`config.mk`:
```
export PLATFORM = sky130hd
export DESIGN_NAME = div_unit
export DESIGN_NICKNAME = d
export VERILOG_FILES = /design/src/rtl/div_unit.sv
export SDC_FILE = /design/constraint.sdc
export NUM_CORES = 1
export LEC_CHECK = 0
export BUFFER_PORTS_ARGS = -buffer_cell sky130_fd_sc_hd__buf_2
export CORE_MARGIN = 4
export CORE_UTILIZATION = 40
export DETAILED_ROUTE_END_ITERATION = 7
export HOLD_SLACK_MARGIN = 0.15
export MAX_ROUTING_LAYER = met4
export PLACE_DENSITY_LB_ADDON = 0.2
export SKIP_LAST_GASP = 1
export SLEW_MARGIN = 20
export SYNTH_ARGS = -nofsm -noshare
export SYNTH_HDL_FRONTEND = slang
export SYNTH_SLANG_ARGS = --single-unit
```
`constraint.sdc`:
```
create_clock -name clk -period 9.7 [get_ports clk]
set_input_delay 0.485 -clock clk [delete_from_list [all_inputs] [get_ports clk]]
set_output_delay 0.485 -clock clk [all_outputs]
set_load 0.005 [all_outputs]
```
`src/rtl/div_unit.sv`:
```
// Restoring 32-step integer divider behind the EX-stage divide handshake.
// Returns {remainder, quotient} with a one-cycle divide-by-zero shortcut.
module div_unit #(
  parameter int DATA_WIDTH = 32
) (
  input  logic                    clk,
  input  logic                    rst,
  input  logic                    start_i,
  input  logic                    signed_i,
  input  logic                    annul_i,
  input  logic [DATA_WIDTH-1:0]   dividend_i,
  input  logic [DATA_WIDTH-1:0]   divisor_i,
  output logic [2*DATA_WIDTH-1:0] result_o,
  output logic                    ready_o,
  output logic                    busy_o
);

  localparam int DW = DATA_WIDTH;
  localparam int CW = $clog2(DW) + 1;

  typedef enum logic [1:0] {
    S_IDLE,
    S_DBZ,
    S_ON,
    S_END
  } state_t;

  state_t state;
  state_t state_n;

  logic [CW-1:0] cnt;
  logic [DW-1:0] rem;
  logic [DW-1:0] quo;
  logic [DW-1:0] dvs;
  logic          sgn;
  logic          neg_a;
  logic          neg_b;

  logic          accept;
  logic          last;
  logic [DW:0]   trial;
  logic          fits;
  logic [DW-1:0] rem_n;
  logic [DW-1:0] quo_n;
  logic [DW-1:0] q_fix;
  logic [DW-1:0] r_fix;
  logic [DW-1:0] raw;

  assign accept = (state == S_IDLE) && start_i && !annul_i;
  assign last   = (cnt == CW'(DW - 1));

  always_ff @(posedge clk or posedge rst) begin
    if (rst) state <= S_IDLE;
    else     state <= state_n;
  end

  always_comb begin
    state_n = state;
    unique case (state)
      S_IDLE: begin
        if (accept)
          state_n = (divisor_i == '0) ? S_DBZ : S_ON;
      end
      S_ON: begin
        if (annul_i)   state_n = S_IDLE;
        else if (last) state_n = S_END;
      end
      S_DBZ: begin
        state_n = annul_i ? S_IDLE : S_END;
      end
      S_END: begin
        if (annul_i || !start_i)
          state_n = S_IDLE;
      end
      default: state_n = S_IDLE;
    endcase
  end

  // One restoring step: shift in the next dividend bit, subtract if it fits.
  always_comb begin
    trial = {rem, quo[DW-1]};
    fits  = (trial >= {1'b0, dvs});
    rem_n = fits ? (trial[DW-1:0] - dvs) : trial[DW-1:0];
    quo_n = {quo[DW-2:0], fits};
    q_fix = (sgn && (neg_a ^ neg_b)) ? -quo_n : quo_n;
    r_fix = (sgn && neg_a) ? -rem_n : rem_n;
    raw   = (sgn && neg_a) ? -quo : quo;
  end

  always_ff @(posedge clk or posedge rst) begin
    if (rst) begin
      cnt      <= '0;
      rem      <= '0;
      quo      <= '0;
      dvs      <= '0;
      sgn      <= 1'b0;
      neg_a    <= 1'b0;
      neg_b    <= 1'b0;
      result_o <= '0;
    end else begin
      unique case (1'b1)
        accept: begin
          sgn   <= signed_i;
          neg_a <= signed_i & dividend_i[DW-1];
          neg_b <= signed_i & divisor_i[DW-1];
          quo   <= (signed_i && dividend_i[DW-1]) ?
                   -dividend_i : dividend_i;
          dvs   <= (signed_i && divisor_i[DW-1]) ?
                   -divisor_i : divisor_i;
          rem   <= '0;
          cnt   <= '0;
        end
        (state == S_ON && !annul_i): begin
          rem <= rem_n;
          quo <= quo_n;
          cnt <= cnt + 1'b1;
          if (last) result_o <= {r_fix, q_fix};
        end
        (state == S_DBZ && !annul_i): begin
          result_o <= {raw, {DW{1'b1}}};
        end
        default: ;
      endcase
    end
  end

  assign ready_o = !rst && (state == S_END) && !annul_i;
  assign busy_o  = !rst && (accept ||
                   (state == S_ON) || (state == S_DBZ));

endmodule
```
==> summary.log, run 1 <==
INFO  final_layout   number_of_nets_in_the_layout=1863
INFO  setup_path     worst-endpoint-required=10050ps
INFO  final_layout   final_common_cell=sky130_fd_sc_hd__o21ai_0
INFO  power          power.share.combinational=64.8%
INFO  clocking       htree_num_levels=4
INFO  hold_path      min_path_type=in2reg
INFO  power          ir_drop=0.187mV
INFO  final_layout   drive_gt1_share=12.1%
INFO  sta            timing_hold_violations_final=0
INFO  synth          post-synth-top-area-fraction=32.4%
INFO  placed_design  post_dp_hpwl=34.1mm
INFO  synth          async_flop_share=100%
INFO  final_layout   mostFrequentLayoutCells=sky130_fd_sc_hd__o21ai_0 (184), sky130_fd_sc_hd__nand2_1 (174), sky130_fd_sc_hd__dfrtp_1 (171)
INFO  clocking       cts_sinks=171
INFO  setup_path     start_kind=register
INFO  power          report.power.total=6.04mW
INFO  synth          yosysUniqueCellTypes=84
INFO  route          drt-pass1-iter-count=5
INFO  setup_path     path_max_fanout=24
INFO  flow_run       maxCapViolCount=0
INFO  die            die_area=36000um^2
INFO  route          detail_route.wirelength=44.8mm
INFO  synth          cell_types_with_the_largest_area_share_after_synthesis=sky130_fd_sc_hd__dfrtp_1 (32%), sky130_fd_sc_hd__o21ai_0 (7.0%), sky130_fd_sc_hd__a21oi_1 (6.3%)
INFO  grt            grt_overflow_total=0
INFO  synth          post_synth.cell_area_avg=7.77um^2
INFO  grt            grt_max_degree=74
INFO  placed_design  port_buffers=134
INFO  die            boundaryPins=135
INFO  placed_design  gp_congestion=0.952
INFO  final_layout   seqCellArea=4280um^2
INFO  sta            fin_crit=6300ps
INFO  setup_path     cp-end-kind=register
INFO  final_layout   multi_input_area=8260um^2
INFO  die            std_cell_rows=66
INFO  power          p_leak=6.21nW
INFO  synth          synth_area_leader_cell=sky130_fd_sc_hd__dfrtp_1
INFO  sta            final-max-slew-violation-count=0
INFO  grt            via_count_of_the_first_global_routing_pass=12087
INFO  power          internal_power=2.78mW
INFO  sta            tightestPinTransition=909ps
INFO  power          clock_power_share=11.5%
INFO  synth          synth-seq-area-share=32.4%
INFO  sta            max_freq=159MHz
INFO  final_layout   antenna_cells=0
INFO  route          drt-vias-per-instance=5.84
INFO  synth          yosysWarnings=0
INFO  synth          post_synth_inst_count=1702
INFO  route          postRouteAntennaNets=0
INFO  die            placeableCoreArea=32500um^2
INFO  route          routedWlPerCell=20.3um
INFO  sta            setup_viol_count_final=0
INFO  sta            final.hold.worst_slack=307ps
INFO  setup_path     worst_r2r_startpoint=rem[11]
INFO  die            die_width=190um
INFO  clocking       cts.reportedPaths.clkPinSlew=70ps
INFO  power          switching_share_of_power=53.9%
INFO  clocking       clockRootBuffer=sky130_fd_sc_hd__clkbuf_16
INFO  sta            finClkSkew=16.5ps
INFO  setup_path     crit_path_from=rem[11]
INFO  clocking       cts_inserted_buffers=17
INFO  synth          ys_dominant_reg_cell=sky130_fd_sc_hd__dfrtp_1
INFO  grt            global_route_wire_length_before_repair=69.4mm
INFO  grt            globalRouteTotalUtil=25.2%
INFO  synth          ys_seq_elements=171
INFO  sta            max-slew-margin-rel=39.4%
INFO  sta            layout_worst_path_cycle_share=65.0%
INFO  hold_path      worstHoldStart=divisor_i[31]
INFO  die            initial_util=40.6%
INFO  power          seq_power_share=23.8%
INFO  sta            fin_tns_setup=0ps
INFO  synth          synth_enable_flop_cells=0
INFO  setup_path     critical_path.max_stage_delay=700ps
INFO  die            fp.dieH=190um
INFO  clocking       tritoncts=done
INFO  clocking       insertion_delay=460ps
INFO  clocking       cts.path.max_buffers=2
INFO  setup_path     category_of_the_most_critical_setup_path=reg2reg
INFO  final_layout   flow.area_growth_from_synthesis=11.0%
INFO  run_status     outcome=finished clean
INFO  grt            number_of_antenna_violations_at_the_first_check_in_global_routing=0
INFO  route          drt_iter0_drc=1103
INFO  power          p_switching=3.26mW
INFO  route          drc=0
INFO  route          via_count_of_the_routed_design=12873
INFO  clocking       post_cts_resized=0
INFO  setup_path     cp_slowest_cell=sky130_fd_sc_hd__a311oi_2
INFO  power          pwr_density_cell=412nW/um^2
INFO  synth          netlist_area=13200um^2
INFO  setup_path     critical_path_data_arrival_time=6650ps
INFO  final_layout   layout.filler_cells=3330
INFO  synth          synth_fp_nets=1814
INFO  sta            rsz0062_at_grt=false
INFO  setup_path     timing.critical_path.cells=ha_1 -> a21oi_2 -> o21ai_1 -> a311oi_2 -> o21a_2 -> nand3_2 -> buf_4 -> inv_2 -> mux2i_1 -> ha_1 -> nand2_1 -> or4_1 -> o41ai_4 -> nand3_4 -> o41ai_2 -> xnor2_1 -> o21ai_1 -> o21a_1
## per-stage QoR
| stage | area (um^2) | utilization [%] | setup WS [ps] | std cells |
|---|---|---|---|---|
| 6_report | 14700 | 45.1 | 3400 | 2205 |
| 2_1_floorplan | 13200 | - | 4580 | 1702 |
| 5_1_grt | 14700 | 45.1 | 3010 | 2205 |
| 3_3_place_gp | 14100 | 43.3 | 3640 | 2173 |
| 4_1_cts | 14700 | 45.1 | 3490 | 2205 |
| 3_5_place_dp | 14100 | 43.3 | 3500 | 2173 |
## final timing paths
path / to / slack [ps] / depth (start not counted)
max: result_o[56] / 3400 / 18
min: dvs[31] / 310 / 3
max reg2reg: result_o[56] / 3400 / 18
min reg2reg: result_o[34] / 480 / 2
max in group asynchronous: rem[11] / 7860 / 4
min in group asynchronous: quo[28] / 640 / 3
## kinds of logic after synthesis
kind of cell    count (synthesis)  share of synthesized area [%]
buf+inv                       179                           5.44
simple gates                  594                           21.3
compound gates                541                           25.0
xor+xnor                      151                           10.0
fa+ha+maj                      43                           4.13
flops                         171                           32.4
mux                            23                           1.75
## cell usage after synthesis (all sizes together), types with 4 or more instances
cell type / number
a211oi: 13
a21o: 13
a21oi: 167
a22oi: 30
a311oi: 5
a31o: 4
a31oi: 18
a41oi: 4
and2: 16
and3: 10
and4: 4
buf: 20
clkbuf: 99
dfrtp: 171
ha: 42
inv: 60
mux2i: 22
nand2: 175
nand2b: 16
nand3: 64
nand4: 17
nor2: 163
nor2b: 9
nor3: 42
nor3b: 12
nor4: 22
o211ai: 13
o21a: 9
o21ai: 194
o221ai: 6
o31ai: 20
o41ai: 9
or2: 5
or3: 23
or4: 6
xnor2: 72
xor2: 79
## flip-flops by register name, summed over array words and instances, names as in the netlist
| signal | cells |
|---|---|
| neg_b | 1 |
| cnt | 6 |
| rem | 32 |
| neg_a | 1 |
| quo | 32 |
| sgn | 1 |
| dvs | 32 |
| state | 2 |
| result_o | 64 |
## power by group through the flow
stage               registers, mW  logic [mW]  clock network [mW]
floorplan                    1.22        2.86                   0
global placement             1.43        3.84                   0
detailed placement           1.43        3.85                   0
CTS                          1.42        3.87               0.704
global route                 1.47        4.32               0.732
finish                       1.44        3.91               0.693
## layout make-up
cell class	count	area share, %
Clock inverter	13	0.878
Timing Repair Buffer	149	5.35
Multi-Input combinational cell	1352	56.3
Tap cell	442	3.77
Inverter	60	1.57
Clock buffer	18	2.99
Sequential cell	171	29.2
## worst max-delay path: cells and delay by family, from the launching register on
family          cells  cell delay (ps)
mux                 1              330
flops               1              440
simple gates        4             1220
fa+ha+maj           2              680
xor+xnor            1              160
buf+inv             2              800
compound gates      8             2560
## metal layers
metal / track usage (%) / wire length, um / vias to the layer above
met3: 4.70 / 3200 / 53
li1: - / - / 6178
met5: - / 0 / -
met1: 35.9 / 21100 / 6198
met4: 6.65 / 893 / 0
met2: 37.2 / 19600 / 444
## what timing repair did
| action | in CTS | in global routing |
|---|---|---|
| endpoints found under the hold margin | 53 | 0 |
| setup buffers | 0 | 0 |
| hold buffers | 1 | 0 |
(Power assumes the default switching activity.)
==> run 2, diff against run 1 <==
Clock period 9.7 ns to 6.5 ns, I/O delays scaled along.
==> summary.log, run 2 (synthesis results as in run 1) <==
INFO  route          routedWlPerCell=19.9um [was 20.3 um]
INFO  route          drc=0 [unchanged]
INFO  clocking       cts.reportedPaths.clkPinSlew=70ps [about the same]
INFO  grt            global_route_wire_length_before_repair=68.7mm [was 69.4 mm]
INFO  setup_path     category_of_the_most_critical_setup_path=reg2reg [unchanged]
INFO  final_layout   multi_input_area=8250um^2 [was 8260 um^2]
INFO  placed_design  placedCellCount=2172 [was 2173]
INFO  clocking       cts_inserted_buffers=17 [unchanged]
INFO  setup_path     regToRegSetupSlack=1050ps [was 3400 ps]
INFO  sta            timing_hold_violations_final=0 [unchanged]
INFO  sta            layout_worst_path_cycle_share=83.8% [was 65.0%]
INFO  clocking       cts_sinks=171 [unchanged]
INFO  flow_run       maxCapViolCount=0 [unchanged]
INFO  setup_path     cp-end-kind=register [unchanged]
INFO  sta            rsz0062_at_grt=false [unchanged]
INFO  final_layout   seqCellArea=4280um^2 [unchanged]
INFO  die            std_cell_rows=66 [unchanged]
INFO  final_layout   final_common_cell=sky130_fd_sc_hd__o21ai_0 [unchanged]
INFO  die            initial_util=40.6% [unchanged]
INFO  run_status     outcome=finished clean [unchanged]
INFO  sta            fin_tns_setup=0ps [unchanged]
INFO  route          drt-vias-per-instance=5.88 [was 5.84]
INFO  hold_path      worstHoldStart=signed_i [was divisor_i[31]]
INFO  route          postRouteAntennaNets=0 [unchanged]
INFO  final_layout   antenna_cells=0 [unchanged]
INFO  setup_path     worstReg2RegEnd=result_o[56] [unchanged]
INFO  clocking       htree_num_levels=4 [unchanged]
INFO  clocking       post-cts-setup-buffers=0 [unchanged]
INFO  route          via_count_of_the_routed_design=12967 [was 12873]
INFO  hold_path      min_delay_path_depth=3 [unchanged]
INFO  grt            number_of_antenna_violations_at_the_first_check_in_global_routing=0 [unchanged]
INFO  hold_path      hold-path-endpoint=sgn [was dvs[31]]
INFO  sta            max_freq=184MHz [was 159 MHz]
INFO  placed_design  post_dp_hpwl=33.5mm [was 34.1 mm]
INFO  clocking       post_cts_resized=0 [unchanged]
INFO  sta            tightestPinTransition=897ps [was 909 ps]
INFO  die            die_area=36000um^2 [unchanged]
INFO  setup_path     crit_path_from=rem[14] [was rem[11]]
INFO  grt            via_count_of_the_first_global_routing_pass=12159 [was 12087]
INFO  sta            final-max-slew-violation-count=0 [unchanged]
INFO  grt            globalRouteTotalUtil=24.7% [was 25.2%]
INFO  clocking       tritoncts=done [unchanged]
INFO  clocking       clockRootBuffer=sky130_fd_sc_hd__clkbuf_16 [unchanged]
INFO  die            boundaryPins=135 [unchanged]
INFO  final_layout   flow.area_growth_from_synthesis=11.2% [was 11.0%]
INFO  setup_path     critical_path_data_arrival_time=5780ps [was 6650 ps]
INFO  route          drt-pass1-iter-count=5 [unchanged]
INFO  setup_path     worst_r2r_startpoint=rem[14] [was rem[11]]
INFO  power          pwr_density_cell=612nW/um^2 [was 412 nW/um^2]
INFO  clocking       insertion_delay=450ps [was 460 ps]
INFO  final_layout   largest_register_ff_count=64 [unchanged]
INFO  placed_design  gp_congestion=1.01 [was 0.952]
INFO  sta            max-slew-margin-rel=40.1% [was 39.4%]
INFO  die            fp.dieH=190um [unchanged]
INFO  setup_path     ff2ff_path_depth=18 [unchanged]
INFO  die            placeableCoreArea=32500um^2 [unchanged]
INFO  final_layout   number_of_nets_in_the_layout=1863 [unchanged]
INFO  final_layout   stdcell_count=2206 [was 2205]
INFO  power          report.power.total=9.00mW [was 6.04 mW]
INFO  final_layout   largest_register=result_o [unchanged]
INFO  final_layout   layout.filler_cells=3325 [was 3330]
INFO  final_layout   mostFrequentLayoutCells=sky130_fd_sc_hd__o21ai_0 (184), sky130_fd_sc_hd__nand2_1 (174), sky130_fd_sc_hd__dfrtp_1 (171) [unchanged]
INFO  grt            grt_overflow_total=0 [unchanged]
INFO  power          p_leak=6.21nW [about the same]
INFO  sta            fin_crit=5450ps [was 6300 ps]
INFO  setup_path     worst-endpoint-required=6830ps [was 10050 ps]
INFO  clocking       cts.path.max_buffers=2 [unchanged]
INFO  hold_path      min_path_type=in2reg [unchanged]
INFO  setup_path     path_max_fanout=42 [was 24]
INFO  route          detail_route.wirelength=43.9mm [was 44.8 mm]
INFO  sta            finClkSkew=13.2ps [was 16.5 ps]
INFO  power          ir_drop=0.277mV [was 0.187 mV]
INFO  route          drt_iter0_drc=1196 [was 1103]
INFO  sta            setup_viol_count_final=0 [unchanged]
INFO  placed_design  port_buffers=134 [unchanged]
INFO  setup_path     start_kind=register [unchanged]
INFO  die            die_width=190um [unchanged]
INFO  grt            grt_max_degree=81 [was 74]
INFO  final_layout   drive_gt1_share=12.1% [about the same]
[run 2: changes by cell type in the layout (fill, tap and decap cells not counted)]
cell | previous run | this run
sky130_fd_sc_hd__clkinv_2 | 2 | 1
sky130_fd_sc_hd__nor2b_2 | 1 | 2
sky130_fd_sc_hd__inv_8 | 1 | 3
sky130_fd_sc_hd__clkinvlp_4 | 1 | 2
sky130_fd_sc_hd__and2_1 | 13 | 12
sky130_fd_sc_hd__inv_6 | 7 | 5
sky130_fd_sc_hd__and2_2 | 0 | 1
sky130_fd_sc_hd__clkbuf_8 | 1 | 0
sky130_fd_sc_hd__buf_4 | 14 | 13
sky130_fd_sc_hd__nor2b_4 | 1 | 0
sky130_fd_sc_hd__dlygate4sd3_1 | 1 | 2
sky130_fd_sc_hd__clkinv_8 | 0 | 3
sky130_fd_sc_hd__clkinv_4 | 2 | 1
[run 2: worst max path at each step]
stage	to	cells after the start	slack [ps]
6_report	result_o[56]	18	1050
3_5_place_dp	result_o[56]	18	1130
2_1_floorplan	cnt[0]	1	1540
4_1_cts	result_o[56]	18	1070
3_3_place_gp	result_o[56]	18	1210
5_1_grt	result_o[54]	18	650
[run 2: where the power goes]
part           internal (mW)  switching (mW)  total, mW
clock network          0.550           0.511       1.06
logic                   2.07            3.73       5.80
registers               1.54           0.606       2.14
total                   4.16            4.84       9.00
[run 2: metal layers]
layer / routed length [um] / GRT usage [%] / vias to the layer above
li1: - / - / 6190
met1: 20800 / 36.2 / 6259
met2: 19500 / 36.6 / 454
met3: 2760 / 2.59 / 64
met4: 917 / 6.32 / 0
met5: 0 / - / -
[run 2: metrics by stage]
stage / instance area (um^2) / utilization, % / setup slack (ps) / hold slack (ps)
finish: 14700 / 45.2 / 1050 / 169
global route: 14700 / 45.2 / 651 / 171
CTS: 14700 / 45.2 / 1070 / 161
detailed placement: 14100 / 43.3 / 1130 / 463
global placement: 14100 / 43.3 / 1210 / 450
floorplan: 13200 / - / 1540 / 450
[run 2: cell type report]
cell class	instances	share of cell area (%)
multi-input combinational	1352	56.1
timing repair buffer	149	5.36
clock inverter	15	1.20
tap	442	3.76
inverter	60	1.57
sequential	171	29.1
clock buffer	17	2.89
[run 2: timing repair]
item                                   in CTS  in global routing
setup endpoints to repair                   0                  0
hold buffers                                2                  0
endpoints found under the hold margin      79                  0
[run 2: critical path, cell delays in order (launching register included)]
cell                      delay (ps)
sky130_fd_sc_hd__dfrtp_1         460
sky130_fd_sc_hd__ha_1            530
sky130_fd_sc_hd__nand4_1         240
sky130_fd_sc_hd__nor4_1          440
sky130_fd_sc_hd__and4_1          280
sky130_fd_sc_hd__o21ai_1         200
sky130_fd_sc_hd__nand3_2         280
sky130_fd_sc_hd__buf_4           490
sky130_fd_sc_hd__nand2_1         100
sky130_fd_sc_hd__o21ai_0         150
sky130_fd_sc_hd__ha_1            270
sky130_fd_sc_hd__nand2_1          60
sky130_fd_sc_hd__or4_1           480
sky130_fd_sc_hd__o41ai_4         500
sky130_fd_sc_hd__nand3_4         170
sky130_fd_sc_hd__o41ai_2         350
sky130_fd_sc_hd__xnor2_1         160
sky130_fd_sc_hd__o21ai_1          70
sky130_fd_sc_hd__o21a_1          110
